--- src/rtl/im_loader_if.sv ---
// im_loader_if: stream-in handshake plus instruction-memory port bundle for im_loader.
// master = loader side, slave = stream source / memory side.
interface im_loader_if;
  logic        s_valid;
  logic [31:0] s_data;
  logic        s_ready;
  logic [31:0] im_add;
  logic [31:0] im_data;
  logic        im_en;
  logic        im_rd_wr;
  logic [31:0] im_rdata;

  modport master (
    input  s_valid, s_data, im_rdata,
    output s_ready, im_add, im_data, im_en, im_rd_wr
  );

  modport slave (
    output s_valid, s_data, im_rdata,
    input  s_ready, im_add, im_data, im_en, im_rd_wr
  );
endinterface

--- src/rtl/im_loader.sv ---
// im_loader: boot-time instruction-memory loader; streams words into IM while holding the CPU.
// Define IM_LOADER_READBACK_EN to build the readback/checksum VERIFY phase.
module im_loader #(
  parameter int unsigned NMEM  = 20,
  parameter int unsigned CNT_W = 8
) (
  input  logic             clk,
  input  logic             rst,
  input  logic             start_i,
  input  logic [CNT_W-1:0] base_i,
  input  logic [CNT_W-1:0] count_i,
  im_loader_if.master      bus,
  output logic             cpu_hold_o,
  output logic             busy_o,
  output logic             done_o,
  output logic             err_o
);
  localparam int unsigned SUM_W = CNT_W + 1;

  typedef enum logic [2:0] {S_IDLE, S_LOAD, S_VERIFY, S_DONE, S_ERR} state_e;

  state_e           state_q, state_d;
  logic [CNT_W-1:0] addr_q, addr_d, remaining_q, remaining_d;
  logic             s_ready_q, s_ready_d, im_en_q, im_en_d, im_rd_wr_q, im_rd_wr_d;
  logic [31:0]      im_add_q, im_add_d, im_data_q, im_data_d;
  logic             cpu_hold_q, cpu_hold_d, busy_q, busy_d, done_q, done_d, err_q, err_d;
  logic [SUM_W-1:0] end_idx;
  logic             range_ok, beat;
`ifdef IM_LOADER_READBACK_EN
  logic [31:0]      csum_q, csum_d, rsum_q, rsum_d;
  logic [CNT_W-1:0] base_q, base_d, count_q, count_d, rx_cnt_q, rx_cnt_d;
  logic             rvld_q, rvld_d;
`endif

  // Range check at CNT_W+1 bits so base+count cannot wrap past NMEM.
  assign end_idx  = SUM_W'(base_i) + SUM_W'(count_i);
  assign range_ok = (count_i != '0) && (end_idx <= SUM_W'(NMEM));
  assign beat     = (state_q == S_LOAD) && bus.s_valid && s_ready_q;

  always_comb begin
    state_d     = state_q;
    addr_d      = addr_q;
    remaining_d = remaining_q;
    im_en_d     = 1'b0;
    im_rd_wr_d  = im_rd_wr_q;
    im_add_d    = im_add_q;
    im_data_d   = im_data_q;
`ifdef IM_LOADER_READBACK_EN
    csum_d      = csum_q;
    rsum_d      = rsum_q;
    base_d      = base_q;
    count_d     = count_q;
    rx_cnt_d    = rx_cnt_q;
    rvld_d      = im_en_q && !im_rd_wr_q;
`endif
    unique case (state_q)
      S_IDLE, S_DONE, S_ERR: begin
        if (start_i) begin
          if (range_ok) begin
            state_d     = S_LOAD;
            addr_d      = base_i;
            remaining_d = count_i;
`ifdef IM_LOADER_READBACK_EN
            csum_d      = '0;
            base_d      = base_i;
            count_d     = count_i;
`endif
          end else begin
            state_d = S_ERR;
          end
        end
      end
      S_LOAD: begin
        if (beat) begin
          im_en_d     = 1'b1;
          im_rd_wr_d  = 1'b1;
          im_add_d    = 32'(addr_q) << 2;
          im_data_d   = bus.s_data;
          addr_d      = addr_q + CNT_W'(1);
          remaining_d = remaining_q - CNT_W'(1);
`ifdef IM_LOADER_READBACK_EN
          csum_d      = csum_q ^ bus.s_data;
`endif
          if (remaining_q == CNT_W'(1)) begin
`ifdef IM_LOADER_READBACK_EN
            state_d     = S_VERIFY;
            addr_d      = base_q;
            remaining_d = count_q;
            rx_cnt_d    = '0;
            rsum_d      = '0;
`else
            state_d     = S_DONE;
`endif
          end
        end
      end
      S_VERIFY: begin
`ifdef IM_LOADER_READBACK_EN
        // addr/remaining are reused as the read-issue cursor.
        if (remaining_q != '0) begin
          im_en_d     = 1'b1;
          im_rd_wr_d  = 1'b0;
          im_add_d    = 32'(addr_q) << 2;
          addr_d      = addr_q + CNT_W'(1);
          remaining_d = remaining_q - CNT_W'(1);
        end
        if (rvld_q) begin
          rsum_d   = rsum_q ^ bus.im_rdata;
          rx_cnt_d = rx_cnt_q + CNT_W'(1);
        end
        if (rx_cnt_q == count_q) begin
          state_d = (rsum_q == csum_q) ? S_DONE : S_ERR;
        end
`else
        state_d = S_IDLE;
`endif
      end
      default: state_d = S_IDLE;
    endcase

    // done lags a LOAD->DONE step by one cycle so the last write lands before release.
    s_ready_d  = (state_d == S_LOAD);
    busy_d     = (state_d == S_LOAD) || (state_d == S_VERIFY);
    done_d     = (state_d == S_DONE) && (state_q != S_LOAD);
    err_d      = (state_d == S_ERR);
    cpu_hold_d = !done_d;
  end

  always_ff @(posedge clk) begin
    if (rst) begin
      state_q     <= S_IDLE;
      addr_q      <= '0;
      remaining_q <= '0;
      s_ready_q   <= 1'b0;
      im_en_q     <= 1'b0;
      im_rd_wr_q  <= 1'b0;
      im_add_q    <= '0;
      im_data_q   <= '0;
      cpu_hold_q  <= 1'b1;
      busy_q      <= 1'b0;
      done_q      <= 1'b0;
      err_q       <= 1'b0;
`ifdef IM_LOADER_READBACK_EN
      csum_q      <= '0;
      rsum_q      <= '0;
      base_q      <= '0;
      count_q     <= '0;
      rx_cnt_q    <= '0;
      rvld_q      <= 1'b0;
`endif
    end else begin
      state_q     <= state_d;
      addr_q      <= addr_d;
      remaining_q <= remaining_d;
      s_ready_q   <= s_ready_d;
      im_en_q     <= im_en_d;
      im_rd_wr_q  <= im_rd_wr_d;
      im_add_q    <= im_add_d;
      im_data_q   <= im_data_d;
      cpu_hold_q  <= cpu_hold_d;
      busy_q      <= busy_d;
      done_q      <= done_d;
      err_q       <= err_d;
`ifdef IM_LOADER_READBACK_EN
      csum_q      <= csum_d;
      rsum_q      <= rsum_d;
      base_q      <= base_d;
      count_q     <= count_d;
      rx_cnt_q    <= rx_cnt_d;
      rvld_q      <= rvld_d;
`endif
    end
  end

  assign bus.s_ready  = s_ready_q;
  assign bus.im_en    = im_en_q;
  assign bus.im_rd_wr = im_rd_wr_q;
  assign bus.im_add   = im_add_q;
  assign bus.im_data  = im_data_q;
  assign cpu_hold_o   = cpu_hold_q;
  assign busy_o       = busy_q;
  assign done_o       = done_q;
  assign err_o        = err_q;
endmodule

--- src/flat_wrapper.sv ---
// flat-port wrapper written by rule: the top's interface ports become plain ports
module im_loader_flat 
#(
  parameter int unsigned NMEM  = 20,
  parameter int unsigned CNT_W = 8
)
  (clk, rst, start_i, base_i, count_i, cpu_hold_o, busy_o, done_o, err_o, bus_s_valid, bus_s_data, bus_im_rdata, bus_s_ready, bus_im_add, bus_im_data, bus_im_en, bus_im_rd_wr);
  im_loader_if bus_i ();
  input  logic clk;
  input  logic rst;
  input  logic start_i;
  input  logic [CNT_W-1:0] base_i;
  input  logic [CNT_W-1:0] count_i;
  output logic cpu_hold_o;
  output logic busy_o;
  output logic done_o;
  output logic err_o;
  input wire logic [$bits(bus_i.s_valid)-1:0] bus_s_valid;
  input wire logic [$bits(bus_i.s_data)-1:0] bus_s_data;
  input wire logic [$bits(bus_i.im_rdata)-1:0] bus_im_rdata;
  output wire logic [$bits(bus_i.s_ready)-1:0] bus_s_ready;
  output wire logic [$bits(bus_i.im_add)-1:0] bus_im_add;
  output wire logic [$bits(bus_i.im_data)-1:0] bus_im_data;
  output wire logic [$bits(bus_i.im_en)-1:0] bus_im_en;
  output wire logic [$bits(bus_i.im_rd_wr)-1:0] bus_im_rd_wr;
  assign bus_i.s_valid = bus_s_valid;
  assign bus_i.s_data = bus_s_data;
  assign bus_i.im_rdata = bus_im_rdata;
  assign bus_s_ready = bus_i.s_ready;
  assign bus_im_add = bus_i.im_add;
  assign bus_im_data = bus_i.im_data;
  assign bus_im_en = bus_i.im_en;
  assign bus_im_rd_wr = bus_i.im_rd_wr;
  im_loader #(.NMEM(NMEM), .CNT_W(CNT_W)) u_core (.clk(clk), .rst(rst), .start_i(start_i), .base_i(base_i), .count_i(count_i), .bus(bus_i), .cpu_hold_o(cpu_hold_o), .busy_o(busy_o), .done_o(done_o), .err_o(err_o));
endmodule
--- config.mk ---
export PLATFORM = sky130hd
export DESIGN_NAME = im_loader_flat
export DESIGN_NICKNAME = d
export VERILOG_FILES = /design/src/rtl/im_loader_if.sv /design/src/rtl/im_loader.sv /design/src/flat_wrapper.sv
export SDC_FILE = /design/constraint.sdc
export NUM_CORES = 1
export LEC_CHECK = 0
export BUFFER_PORTS_ARGS = -buffer_cell sky130_fd_sc_hd__buf_2
export CAP_MARGIN = 20
export CORE_ASPECT_RATIO = 0.75
export CORE_MARGIN = 8
export CORE_UTILIZATION = 48
export DETAILED_ROUTE_END_ITERATION = 6
export GPL_ROUTABILITY_DRIVEN = 0
export PLACE_DENSITY = 0.88
export SYNTH_ARGS = -nofsm -noshare
export SYNTH_HDL_FRONTEND = slang
export SYNTH_SLANG_ARGS = --single-unit
--- constraint.sdc ---
create_clock -name clk -period 5.3 [get_ports clk]
set_input_delay 1.06 -clock clk [delete_from_list [all_inputs] [get_ports clk]]
set_output_delay 1.06 -clock clk [all_outputs]
set_load 0.02 [all_outputs]
==> results.ini, run 1 <==
[synthesis]
avgSynthCellArea_sq_um=8.09
synthCells=408
synth_edf_count=0
yosys.area_share.simple_pct=22.3
synthMuxAreaShare_pct=1.55
yosys_warnings=0
synth_area_leaders=dfxtp_1 (40%), nand2_1 (11%), a21oi_1 (8.2%), buf_4 (5.5%), ha_1 (4.2%)
synth_area_leader_cell=dfxtp_1
ys_seq_area_share_pct=40.0
yosys.area.top_type_share_pct=40.0
synth_top_family_by_area=simple AND/OR/NAND/NOR gates
synth_compound_area_share_pct=21.4
ys_types=57
synthXorXnorAreaFrac_pct=0.265
synth_fa_ha_area_share_pct=4.77
ys_ff_latch=66
synth_area_sq_um=3300
ys.flop_type=dfxtp_1
async_flop_share_pct=0

[route]
dr.pass1.iters=5
drtIter0Drc=364
drtAntennaViolNets=0
wirelength_microns=8860
drc_errors=0
wl_per_cell_microns=15.2
via_count=3214
via_per_inst=5.52

[clock_network]
post_cts_resized=0
cts_max_level=3
numCtsBuffers=9
clockBufferDepth=2
insertion_delay_ps=340
postCtsSetupRepairBufs=0
cts_hold_buf=0
clk_pin_slew_worst_paths_ps=70
tritoncts=built
cts_root_buf=clkbuf_8
clock-sinks=66

[worst_hold_path]
min_from=u_core.bus.im_data[24]
min_path_type=reg -> reg
min_to=u_core.bus.im_data[24]
holdPathStages=2

[global_routing]
grt_pass1_wl_microns=14600
grt_use_total_pct=17.8
grt_pass1_vias=3213
grt_max_degree=59
antenna_found_initial=0
grt_overflow=0

[placement]
hpwl_microns=6390
io_buffer_count=98
place_ws_ps=1570

[sta]
layout_min_cycle_time_ps=3490
final.setup_skew_ps=9.89
fmax_mhz=287
relSlewSlack_pct=30.2
finalSetupViolations=0
hold_violations=0
rsz0062_at_grt=false
fin_ws_ps=1810
tightest_slew_ps=1050
setup_tns_ps=0
drv_slew=0
fin_crit_sh_pct=65.8

[die]
initial_core_util_pct=49.0
io_pins=155
die_h_microns=87.8
die_x_microns=112
coreArea_sq_um=6730
rows=26
die_area_sq_um=9820

[status]
status=completed

[setup_path]
setup.worst_path.end_class=flop
start_kind=input port
r2r-end=u_core.remaining_q[4]
critPathKind=in -> reg
crit_required_ps=5530
rr_worst_depth=6
r2r_slack_ps=2350
arrival_ps=3710
cp_max_fo=14
r2r-start=u_core.state_q[0]

[power_and_ir_drop]
seqPwrFrac_pct=47.1
switchingPower_uw=260
p_leak_uw=0.00166
power.total_uw=1070
p_int_uw=806
pwr-share-comb_pct=10.8
clkPwrFrac_pct=42.2
p_sw_share_pct=24.4
vdd_drop_max_mv=0.142
powerDensity_nw_per_um2=271

[cells_and_area]
layout_commonest_cell=nand2_1
diodes=0
syn_to_final_growth_pct=18.9
fin_nets=589
fin_util_pct=58.3
drive_gt1_share_pct=25.3
layout_common_cells=nand2_1 (101), buf_2 (98), dfxtp_1 (66)

[run]
cap_viol_max_count=0

## critical path: stages
cell and delay, ps:
buf_2 130, ha_1 230, fa_1 430, a21oi_1 220, o31ai_1 80, a222oi_1 320, nor4b_2 530, a21oi_2 320
o32ai_1 370
## metrics by stage
| step | cells | hold slack [ps] | instance area, sq um |
|---|---|---|---|
| 6_report | 582 | 452 | 3930 |
| 5_1_grt | 582 | 475 | 3930 |
| 4_1_cts | 581 | 453 | 3910 |
| 3_5_place_dp | 565 | 443 | 3700 |
| 3_3_place_gp | 565 | 439 | 3700 |
| 2_1_floorplan | 431 | 442 | 3390 |
## logic make-up after synthesis
family | Yosys count
simple gates | 161
compound gates | 108
flops | 66
buf+inv | 54
fa+ha+maj | 12
mux | 5
other cells | 1
xor+xnor | 1
## per-layer routing
layer  routed length (microns)  track usage (%)  vias to the layer above
li1                          -                -                     1566
met1                      3600             19.6                     1471
met2                      4330             31.3                      151
met3                       732             6.06                       26
met4                       206             7.54                        0
met5                         0                0                        -
## synth_stat cells, types with 4 or more instances
| cell type | n |
|---|---|
| nor3_1 | 10 |
| a311oi_1 | 4 |
| nor2b_1 | 4 |
| clkbuf_1 | 16 |
| nand2_1 | 101 |
| o211ai_1 | 8 |
| o32ai_1 | 11 |
| ha_1 | 11 |
| dfxtp_1 | 66 |
| buf_1 | 4 |
| nand3_1 | 10 |
| a21oi_1 | 54 |
| buf_4 | 24 |
| inv_1 | 6 |
| mux2i_1 | 4 |
| o21ai_0 | 7 |
| nor2_1 | 11 |
## worst max-delay path by stage
| stage | start | endpoint | slack [ps] | depth (start not counted) |
|---|---|---|---|---|
| after CTS | base_i[0] | u_core.remaining_q[4] | 1910 | 9 |
| after floorplan | base_i[0] | u_core.addr_q[7] | 2060 | 10 |
| after global routing | count_i[0] | u_core.remaining_q[4] | 1690 | 9 |
| after detailed placement | base_i[0] | u_core.remaining_q[4] | 1570 | 9 |
| final | count_i[0] | u_core.remaining_q[4] | 1810 | 9 |
| after global placement | base_i[0] | u_core.remaining_q[2] | 1630 | 9 |
## area by class of cell
class	instances	area, sq um
inverter	6	22.5
timing repair buffer	99	510
tap	84	105
multi-input combinational	311	1760
clock buffer	11	131
fill	604	2810
clock inverter	5	78.8
sequential	66	1320
## power groups by stage
| stage | Clock [uW] | Combinational [uW] | Sequential, uW |
|---|---|---|---|
| 2_1_floorplan | 0 | 87.8 | 513 |
| 3_3_place_gp | 0 | 107 | 512 |
| 3_5_place_dp | 0 | 111 | 513 |
| 4_1_cts | 461 | 111 | 501 |
| 5_1_grt | 487 | 125 | 501 |
| 6_report | 449 | 115 | 501 |
## state kept, by name, indices dropped and copies added (netlist names), 3 cells and up
register,count
u_core.remaining_q,8
u_core.bus.im_add,8
u_core.addr_q,8
u_core.bus.im_data,32
u_core.state_q,3
(Power assumes the default switching activity.)
==> run 2, diff against run 1 <==
--- a/config.mk
+++ b/config.mk
@@ -9,10 +9,10 @@
 export CAP_MARGIN = 20
 export CORE_ASPECT_RATIO = 0.75
 export CORE_MARGIN = 8
-export CORE_UTILIZATION = 48
+export CORE_UTILIZATION = 42
 export DETAILED_ROUTE_END_ITERATION = 6
 export GPL_ROUTABILITY_DRIVEN = 0
-export PLACE_DENSITY = 0.88
+export PLACE_DENSITY = 0.82
 export SYNTH_ARGS = -nofsm -noshare
 export SYNTH_HDL_FRONTEND = slang
 export SYNTH_SLANG_ARGS = --single-unit
==> constraint.sdc (replaced) <==
create_clock -name clk -period 3.1 [get_ports clk]
set_input_delay 0.62 -clock clk [delete_from_list [all_inputs] [get_ports clk]]
set_output_delay 0.62 -clock clk [all_outputs]
set_load 0.02 [all_outputs]
==> run 2 against run 1 <==
Compared with the run above:
- cell count rose by 5.7%
- power increased by 66%
- utilization shrank 6.2 points
- clock skew fell by 4.2 ps
- sequential share of layout area decreased by 0.93 points
- largest cell class unchanged
- highest routed layer unchanged
==> results.ini, run 2 (synthesis gave the netlist of run 1 again) <==
[status]
status=completed

[cells_and_area]
largest_reg_flops=32
final_cell_area_sq_um=4040
diodes=0
syn_to_final_growth_pct=22.3
fin_nets=603
layout_common_cells=nand2_1 (101), buf_2 (98), dfxtp_1 (66)
layout_commonest_cell=nand2_1
drive_gt1_share_pct=27.3

[placement]
io_buffer_count=98
hpwl_microns=6830
place_area_sq_um=3850

[setup_path]
cp_slowest_cell=or4b_4
critPathKind=in -> reg
cp_max_fo=5
cp_top_family=simple AND/OR/NAND/NOR gates
arrival_ps=2960
start_kind=input port
crit_required_ps=3320
cp_cell_sequence=buf_2, ha_1, fa_1, a21oi_1, o31ai_1, a222oi_1, or4b_4, buf_4, nor3_1, o22ai_1
critical_path_buf_inv_count=2
setup.worst_path.end_class=flop
critPathMaxStageDelay_ps=590

[power_and_ir_drop]
p_leak_uw=0.00172
vdd_drop_max_mv=0.210
powerDensity_nw_per_um2=437

[sta]
relSlewSlack_pct=46.4
hold_violations=0
tightest_slew_ps=804
setup_tns_ps=0
final.setup_skew_ps=5.72
layout_min_cycle_time_ps=2740
rsz0062_at_grt=false
fin_crit_sh_pct=88.5
fmax_mhz=365
finalSetupViolations=0
drv_slew=0

[route]
via_per_inst=5.22
drc_errors=0
dr.pass1.iters=5
via_count=3211
drtIter0Drc=230
wirelength_microns=9080
wl_per_cell_microns=14.8
drtAntennaViolNets=0

[global_routing]
grt_max_degree=58
grt_overflow=0
grt_pass1_wl_microns=14500
grt_pass1_vias=3057
antenna_found_initial=0
grt_use_total_pct=15.8

[clock_network]
numCtsBuffers=9
cts_hold_buf=0
clock-sinks=66
clockBufferDepth=2
insertion_delay_ps=330
cts_root_buf=clkbuf_8
postCtsSetupRepairBufs=0
cts_max_level=3
tritoncts=built
clk_pin_slew_worst_paths_ps=70
post_cts_resized=0

[die]
coreArea_sq_um=7740
initial_core_util_pct=42.6
die_x_microns=118
die_h_microns=92.8
io_pins=155
die_area_sq_um=11000
rows=28

[worst_hold_path]
min_path_type=reg -> reg

[run]
cap_viol_max_count=0

## run 2: changes by cell type in the layout (fill, tap and decap cells not counted)
cell,before,now
buf_4,0,14
clkbuf_1,2,0
and3_1,2,3
and3_2,1,0
clkbuf_8,9,11
bufinv_16,2,1
clkinv_4,1,0
## run 2: per-layer routing
layer  global-route usage (%)  share of wire, %  vias to the layer above
met5                        0                 0                        -
met4                     5.25               1.2                        0
met3                     6.50               8.3                       13
met2                     26.9                48                      115
met1                     17.8                43                     1490
li1                         -                 -                     1593
## run 2: where the power goes
group	leakage [uW]	internal, uW	switching [uW]
logic	0.00109	79.6	124
clock network	0.000101	403	300
registers	0.000532	853	4.39
total	0.00172	1340	429
## run 2: area by class of cell
cell class,count,area (sq um)
Fill cell,741,3700
Multi-Input combinational cell,311,1760
Sequential cell,66,1320
Timing Repair Buffer,113,616
Clock buffer,11,151
Tap cell,105,131
Clock inverter,3,40.0
Inverter,6,22.5
## run 2: path summary, 6_finish.rpt
path                                        startpoint                      to  slack [ps]  cells past startpoint
worst min-delay path            u_core.bus.im_data[29]  u_core.bus.im_data[29]         450                      2
worst min register to register  u_core.bus.im_data[29]  u_core.bus.im_data[29]         450                      2
worst max register to register       u_core.state_q[0]   u_core.remaining_q[5]        1030                      6
worst max-delay path                         base_i[0]   u_core.remaining_q[0]         360                     10
## run 2: per-stage QoR
stage | worst slack, ps | power [uW] | util (%) | cells | hold slack, ps
after floorplan | 302 | 1030 | - | 431 | 442
after global placement | 101 | 1070 | 49.7 | 601 | 439
after detailed placement | 48.7 | 1070 | 49.7 | 601 | 445
after CTS | 410 | 1780 | 52.1 | 615 | 456
after global routing | 232 | 1840 | 52.1 | 615 | 475
final | 358 | 1770 | 52.1 | 615 | 454
## run 2: tightest hold or removal path: stages (launching register included)
cell and delay (ps):
dfxtp_1 310, nand2_1 50, a21oi_1 50
